File: src/rtl/dfr_pkg.sv
// Shared types and constants for the delayed-feedback reservoir run sequencer.
package dfr_pkg;

    localparam int CNT_W_DEFAULT = 32;

    typedef enum logic [2:0] {
        ST_IDLE,
        ST_LOAD,
        ST_ISSUE,
        ST_WAIT,
        ST_ADV,
        ST_DONE
    } state_t;

    localparam logic [1:0] PH_IDLE  = 2'd0;
    localparam logic [1:0] PH_INIT  = 2'd1;
    localparam logic [1:0] PH_TRAIN = 2'd2;
    localparam logic [1:0] PH_TEST  = 2'd3;

endpackage

File: src/rtl/dfr_phase_counter.sv
// Per-phase step/sub-sample/sample counters; cleared on each phase load and
// reporting when a sample completes and when the phase limit is hit.
module dfr_phase_counter
    import dfr_pkg::*;
#(
    parameter int CNT_W = CNT_W_DEFAULT
) (
    input  logic             S_AXI_ACLK,
    input  logic             Local_Reset,
    input  logic             clear,
    input  logic             inc,
    input  logic [CNT_W-1:0] step_limit,
    input  logic [CNT_W-1:0] sample_limit,
    input  logic [CNT_W-1:0] steps_per_sample,
    output logic             sample_tick,
    output logic             phase_end
);

    logic [CNT_W-1:0] step_cnt_q, step_cnt_d;
    logic [CNT_W-1:0] sub_cnt_q, sub_cnt_d;
    logic [CNT_W-1:0] sample_cnt_q, sample_cnt_d;
    logic [CNT_W-1:0] sps_eff, step_nxt, sub_nxt, sample_nxt;

    always_comb begin
        // A zero steps-per-sample setting behaves as one step per sample.
        sps_eff      = (steps_per_sample == '0) ? CNT_W'(1) : steps_per_sample;
        step_nxt     = step_cnt_q + 1'b1;
        sub_nxt      = sub_cnt_q + 1'b1;
        sample_tick  = inc && (sub_nxt == sps_eff);
        sample_nxt   = sample_tick ? sample_cnt_q + 1'b1 : sample_cnt_q;
        phase_end    = inc && ((step_nxt == step_limit) || (sample_nxt == sample_limit));
        step_cnt_d   = step_cnt_q;
        sub_cnt_d    = sub_cnt_q;
        sample_cnt_d = sample_cnt_q;
        if (clear) begin
            step_cnt_d   = '0;
            sub_cnt_d    = '0;
            sample_cnt_d = '0;
        end else if (inc) begin
            step_cnt_d   = step_nxt;
            sub_cnt_d    = sample_tick ? '0 : sub_nxt;
            sample_cnt_d = sample_nxt;
        end
    end

    always_ff @(posedge S_AXI_ACLK or posedge Local_Reset) begin
        if (Local_Reset) begin
            step_cnt_q   <= '0;
            sub_cnt_q    <= '0;
            sample_cnt_q <= '0;
        end else begin
            step_cnt_q   <= step_cnt_d;
            sub_cnt_q    <= sub_cnt_d;
            sample_cnt_q <= sample_cnt_d;
        end
    end

endmodule

File: src/rtl/dfr_sequencer.sv
// Run-control sequencer: walks the reservoir through INIT, TRAIN and TEST one
// handshaken step at a time and maintains the global input-sample index.
module dfr_sequencer
    import dfr_pkg::*;
#(
    parameter int CNT_W = CNT_W_DEFAULT
) (
    input  logic             S_AXI_ACLK,
    input  logic             Local_Reset,
    input  logic             start,
    input  logic             abort,
    input  logic [CNT_W-1:0] num_init_samples,
    input  logic [CNT_W-1:0] num_train_samples,
    input  logic [CNT_W-1:0] num_test_samples,
    input  logic [CNT_W-1:0] num_init_steps,
    input  logic [CNT_W-1:0] num_train_steps,
    input  logic [CNT_W-1:0] num_test_steps,
    input  logic [CNT_W-1:0] num_steps_per_sample,
    output logic             step_req,
    input  logic             step_ack,
    output logic [CNT_W-1:0] sample_idx,
    output logic [1:0]       phase,
    output logic             train_en,
    output logic             test_en,
    output logic             busy,
    output logic             done
);

    state_t           state_q, state_d;
    logic [1:0]       phase_q, phase_d;
    logic             train_en_q, train_en_d, test_en_q, test_en_d;
    logic             busy_q, busy_d, step_req_q, step_req_d;
    logic [CNT_W-1:0] sample_idx_q, sample_idx_d;
    logic [CNT_W-1:0] init_smp_q, init_smp_d, train_smp_q, train_smp_d, test_smp_q, test_smp_d;
    logic [CNT_W-1:0] init_stp_q, init_stp_d, train_stp_q, train_stp_d, test_stp_q, test_stp_d;
    logic [CNT_W-1:0] sps_q, sps_d;
    logic [CNT_W-1:0] step_limit, sample_limit;
    logic             abort_hit, cnt_clear, cnt_inc, sample_tick, phase_end;

    always_comb begin
        abort_hit = abort && (state_q != ST_IDLE);
        cnt_clear = (state_q == ST_LOAD) && !abort_hit;
        cnt_inc   = (state_q == ST_WAIT) && step_ack && !abort_hit;
        case (phase_q)
            PH_TRAIN: begin step_limit = train_stp_q; sample_limit = train_smp_q; end
            PH_TEST:  begin step_limit = test_stp_q;  sample_limit = test_smp_q;  end
            default:  begin step_limit = init_stp_q;  sample_limit = init_smp_q;  end
        endcase
    end

    dfr_phase_counter #(.CNT_W(CNT_W)) u_phase_counter (
        .S_AXI_ACLK       (S_AXI_ACLK),
        .Local_Reset      (Local_Reset),
        .clear            (cnt_clear),
        .inc              (cnt_inc),
        .step_limit       (step_limit),
        .sample_limit     (sample_limit),
        .steps_per_sample (sps_q),
        .sample_tick      (sample_tick),
        .phase_end        (phase_end)
    );

    always_ff @(posedge S_AXI_ACLK or posedge Local_Reset) begin
        if (Local_Reset) begin
            state_q      <= ST_IDLE;
            phase_q      <= PH_IDLE;
            train_en_q   <= 1'b0;
            test_en_q    <= 1'b0;
            busy_q       <= 1'b0;
            step_req_q   <= 1'b0;
            sample_idx_q <= '0;
            init_smp_q   <= '0;
            train_smp_q  <= '0;
            test_smp_q   <= '0;
            init_stp_q   <= '0;
            train_stp_q  <= '0;
            test_stp_q   <= '0;
            sps_q        <= '0;
        end else begin
            state_q      <= state_d;
            phase_q      <= phase_d;
            train_en_q   <= train_en_d;
            test_en_q    <= test_en_d;
            busy_q       <= busy_d;
            step_req_q   <= step_req_d;
            sample_idx_q <= sample_idx_d;
            init_smp_q   <= init_smp_d;
            train_smp_q  <= train_smp_d;
            test_smp_q   <= test_smp_d;
            init_stp_q   <= init_stp_d;
            train_stp_q  <= train_stp_d;
            test_stp_q   <= test_stp_d;
            sps_q        <= sps_d;
        end
    end

    always_comb begin
        state_d = state_q;
        if (abort_hit) begin
            state_d = ST_IDLE;
        end else begin
            case (state_q)
                ST_IDLE:  if (start) state_d = ST_LOAD;
                ST_LOAD:  state_d = ((step_limit == '0) || (sample_limit == '0)) ? ST_ADV : ST_ISSUE;
                ST_ISSUE: state_d = ST_WAIT;
                ST_WAIT:  if (step_ack) state_d = phase_end ? ST_ADV : ST_ISSUE;
                ST_ADV:   state_d = (phase_q == PH_TEST) ? ST_DONE : ST_LOAD;
                ST_DONE:  state_d = ST_IDLE;
                default:  state_d = ST_IDLE;
            endcase
        end
    end

    always_comb begin
        phase_d      = phase_q;
        train_en_d   = train_en_q;
        test_en_d    = test_en_q;
        busy_d       = busy_q;
        step_req_d   = step_req_q;
        sample_idx_d = sample_idx_q;
        init_smp_d   = init_smp_q;
        train_smp_d  = train_smp_q;
        test_smp_d   = test_smp_q;
        init_stp_d   = init_stp_q;
        train_stp_d  = train_stp_q;
        test_stp_d   = test_stp_q;
        sps_d        = sps_q;
        done         = (state_q == ST_DONE);
        if (abort_hit) begin
            // Counters and sample_idx freeze; only control outputs fall.
            phase_d    = PH_IDLE;
            train_en_d = 1'b0;
            test_en_d  = 1'b0;
            busy_d     = 1'b0;
            step_req_d = 1'b0;
        end else begin
            case (state_q)
                ST_IDLE: if (start) begin
                    init_smp_d   = num_init_samples;
                    train_smp_d  = num_train_samples;
                    test_smp_d   = num_test_samples;
                    init_stp_d   = num_init_steps;
                    train_stp_d  = num_train_steps;
                    test_stp_d   = num_test_steps;
                    sps_d        = num_steps_per_sample;
                    sample_idx_d = '0;
                    busy_d       = 1'b1;
                    phase_d      = PH_INIT;
                end
                ST_ISSUE: step_req_d = 1'b1;
                ST_WAIT: if (step_ack) begin
                    step_req_d = 1'b0;
                    if (sample_tick) sample_idx_d = sample_idx_q + 1'b1;
                end
                ST_ADV: begin
                    if (phase_q == PH_INIT) begin
                        phase_d    = PH_TRAIN;
                        train_en_d = 1'b1;
                    end else if (phase_q == PH_TRAIN) begin
                        phase_d    = PH_TEST;
                        train_en_d = 1'b0;
                        test_en_d  = 1'b1;
                    end
                end
                ST_DONE: begin
                    phase_d    = PH_IDLE;
                    train_en_d = 1'b0;
                    test_en_d  = 1'b0;
                    busy_d     = 1'b0;
                end
                default: ;
            endcase
        end
    end

    assign step_req   = step_req_q;
    assign sample_idx = sample_idx_q;
    assign phase      = phase_q;
    assign train_en   = train_en_q;
    assign test_en    = test_en_q;
    assign busy       = busy_q;

endmodule

File: config.mk
export PLATFORM = sky130hd
export DESIGN_NAME = dfr_sequencer
export DESIGN_NICKNAME = d
export VERILOG_FILES = /design/src/rtl/dfr_pkg.sv /design/src/rtl/dfr_phase_counter.sv /design/src/rtl/dfr_sequencer.sv
export SDC_FILE = /design/constraint.sdc
export NUM_CORES = 1
export LEC_CHECK = 0
export CAP_MARGIN = 20
export CORE_ASPECT_RATIO = 1.75
export CORE_MARGIN = 2
export CORE_UTILIZATION = 60
export DETAILED_ROUTE_END_ITERATION = 10
export PLACE_DENSITY_LB_ADDON = 0.15
export SYNTH_ARGS = -nofsm -noshare
export SYNTH_HDL_FRONTEND = slang
export SYNTH_SLANG_ARGS = --single-unit
File: constraint.sdc
create_clock -name S_AXI_ACLK -period 26.5 [get_ports S_AXI_ACLK]
set_clock_uncertainty 0.2 [all_clocks]
set_input_delay 7.95 -clock S_AXI_ACLK [delete_from_list [all_inputs] [get_ports S_AXI_ACLK]]
set_output_delay 7.95 -clock S_AXI_ACLK [all_outputs]
set_load 0.02 [all_outputs]
==> impl_metrics.toml <==
[timing]
fmax_mhz = 86.0
hold_viol = 0
whs_ns = 0.268
slew_violations = 0
maxSlewHeadroom_pct = 26.7
tightest_slew_ns = 1.10
setup_ws_ns = 14.87
setup_viol_count_final = 0
period_needed_ns = 11.63
setup_tns_ns = 0
rsz0062_at_grt = "no"
fin_crit_sh_pct = 43.9

[clock_tree]
clk_pin_slew_ns = 0.06
cts_hold_repair.buffers = 0
cts-root-buf = "clkbuf_16"
clock-sinks = 361
tritoncts.num_buffers = 36
post_cts_buffers = 0
h-tree-depth = 2
clock_latency_ns = 0.54
cts_resized = 0
cts_tree = "done"
clockBufferDepth = 3

[synth]
syn-cell-area_um2 = 19800
synth_edf_count = 0
ys_ff_latch = 361
synth_top_area_share_pct = 45.6
yosysSeqAreaShare_pct = 45.6
avgSynthCellArea_um2 = 8.17
yosysTopAreaCell = "dfrtp_1"
netlist_instances = 2424
synth.distinct_cells = 82
ys_async_sr_fraction_pct = 100
synthFlopType = "dfrtp_1"
syn_nets = 2657
yosys_warnings = 0
synth_area_leaders = "dfrtp_1 46%, nand2_1 17%, o21ai_0 4.9%"

[detailed_routing]
wl_met3_um = 3890
wl_per_cell_um = 20.1
wl_met1_um = 22300
via_count = 18200
via_per_inst = 5.97
dr.pass1.iters = 5
wl_um = 61000
wl_met2_um = 30700
drcViolationCount = 0
drtIter0Drc = 1285
ant_nets = 0
topRoutingLayerUsed = "met5"

[worst_setup_path]
cpLargestDelayFamily = "simple AND/OR/NAND/NOR gates"
r2r-start = "u_phase_counter.sub_cnt_q[0]"
cp_data_arrival_time_ns = 11.86
critPathMaxFanout = 12
path_class = "in2reg"
crit-reg2reg-capture = "state_q[1]"
r2r_setup_slack_ns = 20.20
required_ns = 26.73
cp-end-kind = "register"
crit_slowest_cell = "nor4_1"
cpPeakStageDelay_ns = 0.82
crit_buf_inv = 1
crit_path_start_kind = "input port"
critical_path.cell_chain = "clkdlybuf4s50_1 -> and3b_1 -> nand2_1 -> nor4_1 -> nand3_1 -> xnor2_1 -> o31ai_1 -> a21oi_1 -> a2111oi_0 -> nand4_1 -> o41a_1 -> o2bb2ai_1"
worstRegToRegCells = 13

[global_route]
grt_overflow_total = 0
grt_usage_pct = 35.4
grt_pass1_vias = 18300
grt_pass1_wl_um = 96500
grt_max_degree = 237
antenna_found_initial = 8

[placed_design]
preCtsSetupSlack_ns = 14.41
routabilityCongestion = 0.951
portBuffers = 267
dp_hpwl_um = 43600

[finish]
nNetsFinal = 2834
mostFrequentLayoutCells = "887 x nand2_1, 359 x dfrtp_1, 267 x clkdlybuf4s50_1"
drive_gt1_share_pct = 4.34
nFillCells = 2598
syn2layout_area_growth_pct = 20.6
final_common_cell = "nand2_1"
utilization_pct = 73.0

[worst_hold_path]
min_path_type = "reg2reg"
min-delay-start = "init_smp_q[29]"
min_path_cells = 2
holdPathEnd = "init_smp_q[29]"

[floorplan]
rows = 88
die_h_um = 244
initial_core_util_pct = 60.5
dieWidth_um = 141
ios = 268
core_um2 = 32700
die_area_um2 = 34500

[power_and_ir_drop]
peakVddDrop_v = 0.0000615
power_density_nw_per_um2 = 93.4
p_leak_nw = 10.8

[outcome]
status = "complete, no violations"

[run]
cap_violations = 0
-- where the power goes --
group,internal (mW),switching (mW),leakage (nW)
clock,0.321,0.228,0.604
sequential,0.721,0.136,4.67
combinational,0.314,0.510,5.48
-- layout make-up --
type	instances	area, um^2	share of cell area [%]
repair buffers	285	2870	12.0
multi-input cells	1900	10100	42.4
clock inverters	19	268	1.12
well taps	405	507	2.12
flip-flops and latches	361	9040	37.9
diodes	7	17.5	0.0734
inverters	17	71.3	0.299
clock buffers	46	970	4.06
-- metrics by stage --
step | instances | area, um^2 | total power, mW
floorplan | 2424 | 19800 | 1.40
global placement | 2967 | 22600 | 1.65
detailed placement | 2967 | 22600 | 1.67
CTS | 3032 | 23800 | 2.23
global route | 3040 | 23900 | 2.36
finish | 3040 | 23900 | 2.23
-- logic make-up (layout without fill, tap and decap cells) --
group | count (synthesis) | count (layout) | synth area share (%)
xor gates and xnor gates | 165 | 165 | 7.44
DFF | 361 | 361 | 45.6
adders and majority gates | 5 | 5 | 0.303
AOI/OAI and AO/OA | 360 | 360 | 10.8
muxes | 76 | 76 | 3.86
and+or+nand+nor | 1294 | 1294 | 28.7
other | 0 | 7 | 0
buffers and inverters | 163 | 367 | 3.25
-- worst min-delay path, stage by stage, from the launching register on --
cell and delay, ns:
dfrtp_1 0.34, nand2_1 0.05, nand2_1 0.05
-- how the worst max path moves through the flow --
stage / startpoint / to / cells after the start
after floorplan: Local_Reset / busy / 1
after global placement: abort / state_q[1] / 12
after detailed placement: abort / state_q[1] / 12
after CTS: abort / state_q[1] / 12
after global routing: abort / state_q[1] / 12
final: abort / state_q[1] / 12
-- state kept, by name, indices dropped and copies added (netlist names) --
name	count
u_phase_counter.step_cnt_q	32
busy	1
test_stp_q	32
sps_q	32
train_smp_q	32
init_smp_q	32
u_phase_counter.sample_cnt_q	32
init_stp_q	32
train_en	1
state_q	3
test_smp_q	32
step_req	1
u_phase_counter.sub_cnt_q	32
phase	2
sample_idx	32
test_en	1
train_stp_q	32
-- cells in the mapped netlist (all sizes together) (4+ instances only) --
master / number
dfrtp: 361
mux2i: 73
o21ai: 196
nand3: 72
clkbuf: 120
and3: 35
ha: 4
nand2b: 7
or4: 10
nor2b: 8
o22ai: 6
xor2: 61
a21oi: 56
xnor2: 102
nand2: 888
a2111oi: 6
nor3: 18
nor4b: 7
buf: 26
a31oi: 11
nor2: 107
inv: 17
a22o: 4
a22oi: 5
or3: 18
and2: 4
nor4: 32
or2: 8
and4: 16
o41ai: 4
o31ai: 34
nand4: 54
a211oi: 6
-- per-layer routing --
| metal | track usage [%] | vias up |
|---|---|---|
| met3 | 6.91 | 208 |
| met1 | 40.2 | 8758 |
| met5 | 0 | - |
| met2 | 61.0 | 646 |
| met4 | 21.8 | 2 |
| li1 | - | 8548 |
No activity file was read; power rests on OpenSTA's default activity.
